$ cat config.mk
export PLATFORM = sky130hd
export DESIGN_NAME = reorder_buffer
export DESIGN_NICKNAME = d
export VERILOG_FILES = /design/src/rtl/reorder_buffer_pkg.sv /design/src/rtl/reorder_buffer.sv
export SDC_FILE = /design/constraint.sdc
export NUM_CORES = 2
export LEC_CHECK = 0
export BUFFER_PORTS_ARGS = -buffer_cell sky130_fd_sc_hd__buf_2
export CAP_MARGIN = 5
export CELL_PAD_IN_SITES_DETAIL_PLACEMENT = 1
export CELL_PAD_IN_SITES_GLOBAL_PLACEMENT = 1
export CORE_MARGIN = 5
export CORE_UTILIZATION = 50
export CTS_BUF_LIST = sky130_fd_sc_hd__clkbuf_4 sky130_fd_sc_hd__clkbuf_8
export DETAILED_ROUTE_END_ITERATION = 12
export PLACE_DENSITY_LB_ADDON = 0.12
export REMOVE_ABC_BUFFERS = 1
export SLEW_MARGIN = 20
export SYNTH_ARGS = -nofsm -noshare
export SYNTH_HDL_FRONTEND = slang
export SYNTH_SLANG_ARGS = --single-unit
$ cat constraint.sdc
create_clock -name clk_in -period 9.7 [get_ports clk_in]
set_clock_uncertainty 0.15 [all_clocks]
set_input_delay 0.97 -clock clk_in [delete_from_list [all_inputs] [get_ports clk_in]]
set_output_delay 0.97 -clock clk_in [all_outputs]
set_load 0.01 [all_outputs]
$ cat src/rtl/reorder_buffer_pkg.sv
// Shared constants and types for the reorder buffer.
package reorder_buffer_pkg;

    localparam int unsigned ROB_SIZE  = 16;
    localparam int unsigned ROB_IDX_W = 4;

    typedef logic [4:0]  rob_id_t;
    typedef logic [4:0]  reg_t;
    typedef logic [31:0] data_t;
    typedef logic [31:0] addr_t;

    localparam rob_id_t ROB_ID_RESET = '0;
    localparam reg_t    REG_RESET    = '0;
    localparam data_t   DATA_RESET   = '0;

    typedef enum logic [1:0] {
        ROB_NORMAL = 2'd0,
        ROB_BRANCH = 2'd1,
        ROB_STORE  = 2'd2
    } rob_type_e;

    // Tag N lives in slot N-1; tag 16 maps to slot 15 through 4-bit wrap.
    function automatic logic [ROB_IDX_W-1:0] tag_to_idx(input rob_id_t tag);
        return tag[ROB_IDX_W-1:0] - 4'd1;
    endfunction

endpackage

$ cat src/rtl/reorder_buffer.sv
// 16-entry in-order-retire reorder buffer with operand bypass and
// mispredict rollback on branch commit.
module reorder_buffer
    import reorder_buffer_pkg::*;
(
    input  logic        clk_in,
    input  logic        rst_in,
    input  logic        rdy_in,
    input  logic        alloc_valid_from_dispatcher,
    input  logic [4:0]  alloc_rd_from_dispatcher,
    input  logic [31:0] alloc_pc_from_dispatcher,
    input  logic [1:0]  alloc_type_from_dispatcher,
    input  logic        alloc_pred_taken_from_dispatcher,
    output logic [4:0]  rob_id_to_dispatcher,
    output logic        full_to_dispatcher,
    input  logic [4:0]  query1_id_from_dispatcher,
    input  logic [4:0]  query2_id_from_dispatcher,
    output logic        ready1_to_dispatcher,
    output logic [31:0] value1_to_dispatcher,
    output logic        ready2_to_dispatcher,
    output logic [31:0] value2_to_dispatcher,
    input  logic        alu_valid_from_cdb,
    input  logic [4:0]  alu_rob_id_from_cdb,
    input  logic [31:0] alu_value_from_cdb,
    input  logic        alu_taken_from_cdb,
    input  logic [31:0] alu_target_from_cdb,
    input  logic        lsb_valid_from_cdb,
    input  logic [4:0]  lsb_rob_id_from_cdb,
    input  logic [31:0] lsb_value_from_cdb,
    output logic        commit_flag_to_cdb,
    output logic [4:0]  rd_to_reg,
    output logic [31:0] V_to_reg,
    output logic [4:0]  Q_to_reg,
    output logic [31:0] commit_pc_to_dbg,
    output logic        store_commit_to_lsb,
    output logic [4:0]  store_id_to_lsb,
    output logic        rollback_flag_to_cdb,
    output logic [31:0] target_pc_to_fetcher
);

    logic [ROB_IDX_W-1:0] r_head;
    logic [ROB_IDX_W-1:0] r_tail;
    logic [4:0]           r_count;
    logic [ROB_SIZE-1:0]  r_busy;
    logic [ROB_SIZE-1:0]  r_ready;
    logic [ROB_SIZE-1:0]  r_taken;
    logic [ROB_SIZE-1:0]  r_pred;
    reg_t                 r_rd     [ROB_SIZE];
    addr_t                r_pc     [ROB_SIZE];
    addr_t                r_target [ROB_SIZE];
    data_t                r_value  [ROB_SIZE];
    rob_type_e            r_type   [ROB_SIZE];

    logic                 w_full;
    logic                 w_alloc;
    logic                 w_commit;
    logic                 w_mispredict;
    logic                 w_alu_hit;
    logic                 w_lsb_hit;
    logic [ROB_IDX_W-1:0] w_alu_idx;
    logic [ROB_IDX_W-1:0] w_lsb_idx;
    rob_id_t              w_head_tag;

    assign w_full       = (r_count == 5'(ROB_SIZE));
    assign w_alloc      = alloc_valid_from_dispatcher && !w_full;
    assign w_commit     = r_busy[r_head] && r_ready[r_head];
    assign w_mispredict = w_commit && (r_type[r_head] == ROB_BRANCH)
                          && (r_taken[r_head] != r_pred[r_head]);
    assign w_alu_idx    = tag_to_idx(alu_rob_id_from_cdb);
    assign w_lsb_idx    = tag_to_idx(lsb_rob_id_from_cdb);
    assign w_alu_hit    = alu_valid_from_cdb && (alu_rob_id_from_cdb != ROB_ID_RESET)
                          && r_busy[w_alu_idx];
    assign w_lsb_hit    = lsb_valid_from_cdb && (lsb_rob_id_from_cdb != ROB_ID_RESET)
                          && r_busy[w_lsb_idx];
    assign w_head_tag   = {1'b0, r_head} + 5'd1;

    assign full_to_dispatcher   = w_full;
    assign rob_id_to_dispatcher = {1'b0, r_tail} + 5'd1;

    // Pointer, occupancy and per-entry status; rollback wipes everything and
    // swallows any allocation or writeback arriving on the same edge.
    always_ff @(posedge clk_in or posedge rst_in) begin
        if (rst_in) begin
            r_head  <= '0;
            r_tail  <= '0;
            r_count <= '0;
            r_busy  <= '0;
            r_ready <= '0;
        end else if (rdy_in) begin
            if (w_mispredict) begin
                r_head  <= '0;
                r_tail  <= '0;
                r_count <= '0;
                r_busy  <= '0;
                r_ready <= '0;
            end else begin
                if (w_alu_hit) r_ready[w_alu_idx] <= 1'b1;
                if (w_lsb_hit) r_ready[w_lsb_idx] <= 1'b1;
                if (w_commit) begin
                    r_busy[r_head] <= 1'b0;
                    r_head         <= r_head + 4'd1;
                end
                if (w_alloc) begin
                    r_busy[r_tail]  <= 1'b1;
                    r_ready[r_tail] <= 1'b0;
                    r_tail          <= r_tail + 4'd1;
                end
                r_count <= r_count + {4'b0, w_alloc} - {4'b0, w_commit};
            end
        end
    end

    // Entry payload; contents of non-busy slots are never observed.
    always_ff @(posedge clk_in) begin
        if (rdy_in && !w_mispredict) begin
            if (w_alloc) begin
                r_rd[r_tail]   <= alloc_rd_from_dispatcher;
                r_pc[r_tail]   <= alloc_pc_from_dispatcher;
                r_type[r_tail] <= rob_type_e'(alloc_type_from_dispatcher);
                r_pred[r_tail] <= alloc_pred_taken_from_dispatcher;
            end
            if (w_alu_hit) begin
                r_value[w_alu_idx]  <= alu_value_from_cdb;
                r_taken[w_alu_idx]  <= alu_taken_from_cdb;
                r_target[w_alu_idx] <= alu_target_from_cdb;
            end
            if (w_lsb_hit) begin
                r_value[w_lsb_idx] <= lsb_value_from_cdb;
            end
        end
    end

    // Registered commit, store-release and redirect outputs for the head entry.
    always_ff @(posedge clk_in or posedge rst_in) begin
        if (rst_in) begin
            commit_flag_to_cdb   <= 1'b0;
            rd_to_reg            <= REG_RESET;
            V_to_reg             <= DATA_RESET;
            Q_to_reg             <= ROB_ID_RESET;
            commit_pc_to_dbg     <= '0;
            store_commit_to_lsb  <= 1'b0;
            store_id_to_lsb      <= ROB_ID_RESET;
            rollback_flag_to_cdb <= 1'b0;
            target_pc_to_fetcher <= '0;
        end else if (rdy_in) begin
            commit_flag_to_cdb   <= w_commit;
            store_commit_to_lsb  <= w_commit && (r_type[r_head] == ROB_STORE);
            rollback_flag_to_cdb <= w_mispredict;
            rd_to_reg            <= (w_commit && (r_type[r_head] == ROB_NORMAL))
                                    ? r_rd[r_head] : REG_RESET;
            if (w_commit) begin
                V_to_reg         <= r_value[r_head];
                Q_to_reg         <= w_head_tag;
                commit_pc_to_dbg <= r_pc[r_head];
                if (r_type[r_head] == ROB_STORE) store_id_to_lsb <= w_head_tag;
            end
            if (w_mispredict) begin
                target_pc_to_fetcher <= r_taken[r_head] ? r_target[r_head]
                                                        : r_pc[r_head] + 32'd4;
            end
        end
    end

    // Operand 1 bypass: same-cycle CDB result first, then completed entry.
    always_comb begin
        ready1_to_dispatcher = 1'b0;
        value1_to_dispatcher = DATA_RESET;
        if (query1_id_from_dispatcher != ROB_ID_RESET) begin
            if (alu_valid_from_cdb && alu_rob_id_from_cdb == query1_id_from_dispatcher) begin
                ready1_to_dispatcher = 1'b1;
                value1_to_dispatcher = alu_value_from_cdb;
            end else if (lsb_valid_from_cdb && lsb_rob_id_from_cdb == query1_id_from_dispatcher) begin
                ready1_to_dispatcher = 1'b1;
                value1_to_dispatcher = lsb_value_from_cdb;
            end else begin
                ready1_to_dispatcher = r_busy[tag_to_idx(query1_id_from_dispatcher)]
                                       && r_ready[tag_to_idx(query1_id_from_dispatcher)];
                value1_to_dispatcher = r_value[tag_to_idx(query1_id_from_dispatcher)];
            end
        end
    end

    // Operand 2 bypass: same-cycle CDB result first, then completed entry.
    always_comb begin
        ready2_to_dispatcher = 1'b0;
        value2_to_dispatcher = DATA_RESET;
        if (query2_id_from_dispatcher != ROB_ID_RESET) begin
            if (alu_valid_from_cdb && alu_rob_id_from_cdb == query2_id_from_dispatcher) begin
                ready2_to_dispatcher = 1'b1;
                value2_to_dispatcher = alu_value_from_cdb;
            end else if (lsb_valid_from_cdb && lsb_rob_id_from_cdb == query2_id_from_dispatcher) begin
                ready2_to_dispatcher = 1'b1;
                value2_to_dispatcher = lsb_value_from_cdb;
            end else begin
                ready2_to_dispatcher = r_busy[tag_to_idx(query2_id_from_dispatcher)]
                                       && r_ready[tag_to_idx(query2_id_from_dispatcher)];
                value2_to_dispatcher = r_value[tag_to_idx(query2_id_from_dispatcher)];
            end
        end
    end

endmodule

==> impl_metrics.toml <==
[run_status]
status = "complete, no violations"

[worst_setup_path]
worstPathArrival_ns = 4.83
path_class = "primary input to primary output"
worstPathRequired_ns = 8.58
endpoint_kind = "primary output"
r2r_slack_ns = 3.80
critPathMaxFanout = 98
startpoint_type = "primary input"

[cts]
root_buffer = "clkbuf_8"
clockBufferDepth = 4
htree_levels = 5
cts_setup_buffers = 0
cts.clk_slew.worst_paths_ns = 0.06
numCtsBuffers = 329
clock-sinks = 1839
clk_latency_ns = 1.03
cts_tree = "done"

[route]
drt_iter0_drc = 5318
vias = 51900
final_antenna_net_count = 0
dr.pass1.iters = 6
drc = 0
routed_wl_um = 273000
via_per_inst = 6.58
routedWlPerCell_um = 34.6

[global_routing]
grt.overflow.total = 0
grt_pass1_vias = 55400
grt_max_degree = 134
grt_pass1_wl_um = 395000
antenna_found_initial = 33
grtUsageTotal_pct = 29.4

[die]
die_x_um = 429
initial_utilization_pct = 50.1
die-height_um = 429
ios = 349
die-area_um2 = 184000
rows = 154
coreArea_um2 = 176000

[sta]
setup_viol = 0
fin_crit_sh_pct = 61.4
slew_violations = 0
rsz0062_at_grt = "no"
relSlewSlack_pct = 27.0
totalNegativeSetupSlack_ns = 0
timing.hold.ws_ns = 0.169
hold_viol_final = 0
worst_pin_slew_ns = 1.10
clock.fmax_ghz = 0.168
period_minus_slack_ns = 5.95

[logic_synthesis]
yosysWarningCount = 0
ys_seq_area_share_pct = 61.9
synth.area.top_cells = "edfxtp_1, mux4_2, mux2_2"
synth_cell_type_count = 61
ys_ff_latch = 1839
async_flop_share_pct = 8.65
synth_edf_count = 1680
synth_top_area_share_pct = 57.3
synth_ff_type = "edfxtp_1"
syn_inst = 4949
avgSynthCellArea_um2 = 17.8
synth_area_um2 = 88000
synth_top_cell_by_area = "edfxtp_1"

[finish]
syn2layout_area_growth_pct = 12.2
final_util_pct = 56.2
drive_gt1_share_pct = 43.1
final_cell_mix = "edfxtp_1, mux4_2, mux2_2"
fin_cells = 7892
fill_cells = 15800
top_regs = "r_pc: 512 flops, r_target: 512 flops, r_value: 512 flops"
final_common_cell = "edfxtp_1"
nets = 5486

[job]
drv_cap = 0

[placed_design]
place_hpwl_um = 160000
dpl.cell_count = 7303
port_buffers = 348
gp_congestion = 0.817

[pwr]
leakagePower_nw = 33.3
ir_worst_vdd_uv = 177
p_per_area_nw_per_um2 = 217

[hold_path]
min_path_type = "primary input to register"
[final cells by class]
cell class	count	area, µm²	area share [%]
Clock buffer	475	5720	5.79
Antenna cell	17	42.5	0.0431
Sequential cell	1839	54400	55.2
Clock inverter	96	483	0.489
Timing Repair Buffer	472	2920	2.96
Tap cell	2340	2930	2.97
Multi-Input combinational cell	2606	32000	32.4
Inverter	47	186	0.189
[critical path, cell delays in order]
cell and delay, ns:
buf_8 0.37, inv_1 0.17, ha_4 0.67, buf_12 0.55, mux4_2 0.32, and2_1 0.13, a211oi_1 0.05, a311oi_1 0.84
a21oi_1 0.08, a211oi_1 0.32, buf_2 0.19
[cell usage after synthesis (83+ instances only)]
cell type  number
a211oi_1      167
a21oi_1       105
buf_1          83
buf_2          93
clkbuf_1      253
dfrtp_1       159
edfxtp_1     1680
mux2_2        534
mux4_2        772
nand2_1       297
nor2_1        130
o21ai_0        93
[through the flow]
stage                     area, µm²  setup WS [ns]  total power, mW
after floorplan               86000         -14.69             13.6
after global placement        92200           3.68             14.6
after detailed placement      92400           3.74             14.7
after CTS                     98600           3.67             21.7
after global routing          98700           3.33             22.3
final                         98700           3.75             21.4
[final timing paths]
path	from	to	cells past startpoint
max	query2_id_from_dispatcher[0]	value2_to_dispatcher[22]	11
min	alloc_pc_from_dispatcher[26]	r_pc[4][26]$_DFFE_PP_	1
max reg2reg	r_head[0]$_DFFE_PP0P_	r_value[3][15]$_DFFE_PP_	11
min reg2reg	commit_pc_to_dbg[27]$_DFFE_PP0P_	commit_pc_to_dbg[27]$_DFFE_PP0P_	2
max in group asynchronous	rst_in	r_head[3]$_DFFE_PP0P_	4
min in group asynchronous	rst_in	commit_pc_to_dbg[31]$_DFFE_PP0P_	3
[where the power goes]
group / leakage (nW) / internal, mW / total, mW / switching, mW
Combinational: 12.7 / 2.36 / 5.14 / 2.77
Clock: 3.32 / 3.82 / 7.00 / 3.18
Sequential: 17.2 / 9.02 / 9.32 / 0.296
[what timing repair did]
action / in CTS / in global routing
hold endpoints to repair: 58 / 0
resized for setup: 0 / 0
hold buffers: 1 / 0
[kinds of logic after synthesis]
kind of cell | Yosys count | synth area share (%)
buf+inv | 504 | 2.47
simple gates | 619 | 3.22
fa+ha+maj | 28 | 0.407
compound gates | 514 | 3.90
xor+xnor | 63 | 0.627
mux | 1382 | 27.5
flops | 1839 | 61.9
[routing by layer]
metal	global-route usage, %	vias to the layer above	routed length, µm	part of all wire (%)
met5	0	-	81	0.030
met4	12.2	12	11300	4.1
met3	5.53	594	19100	7.0
met2	49.3	2423	137000	50
met1	38.0	27800	106000	39
li1	-	21100	-	-
(Power assumes the default switching activity.)
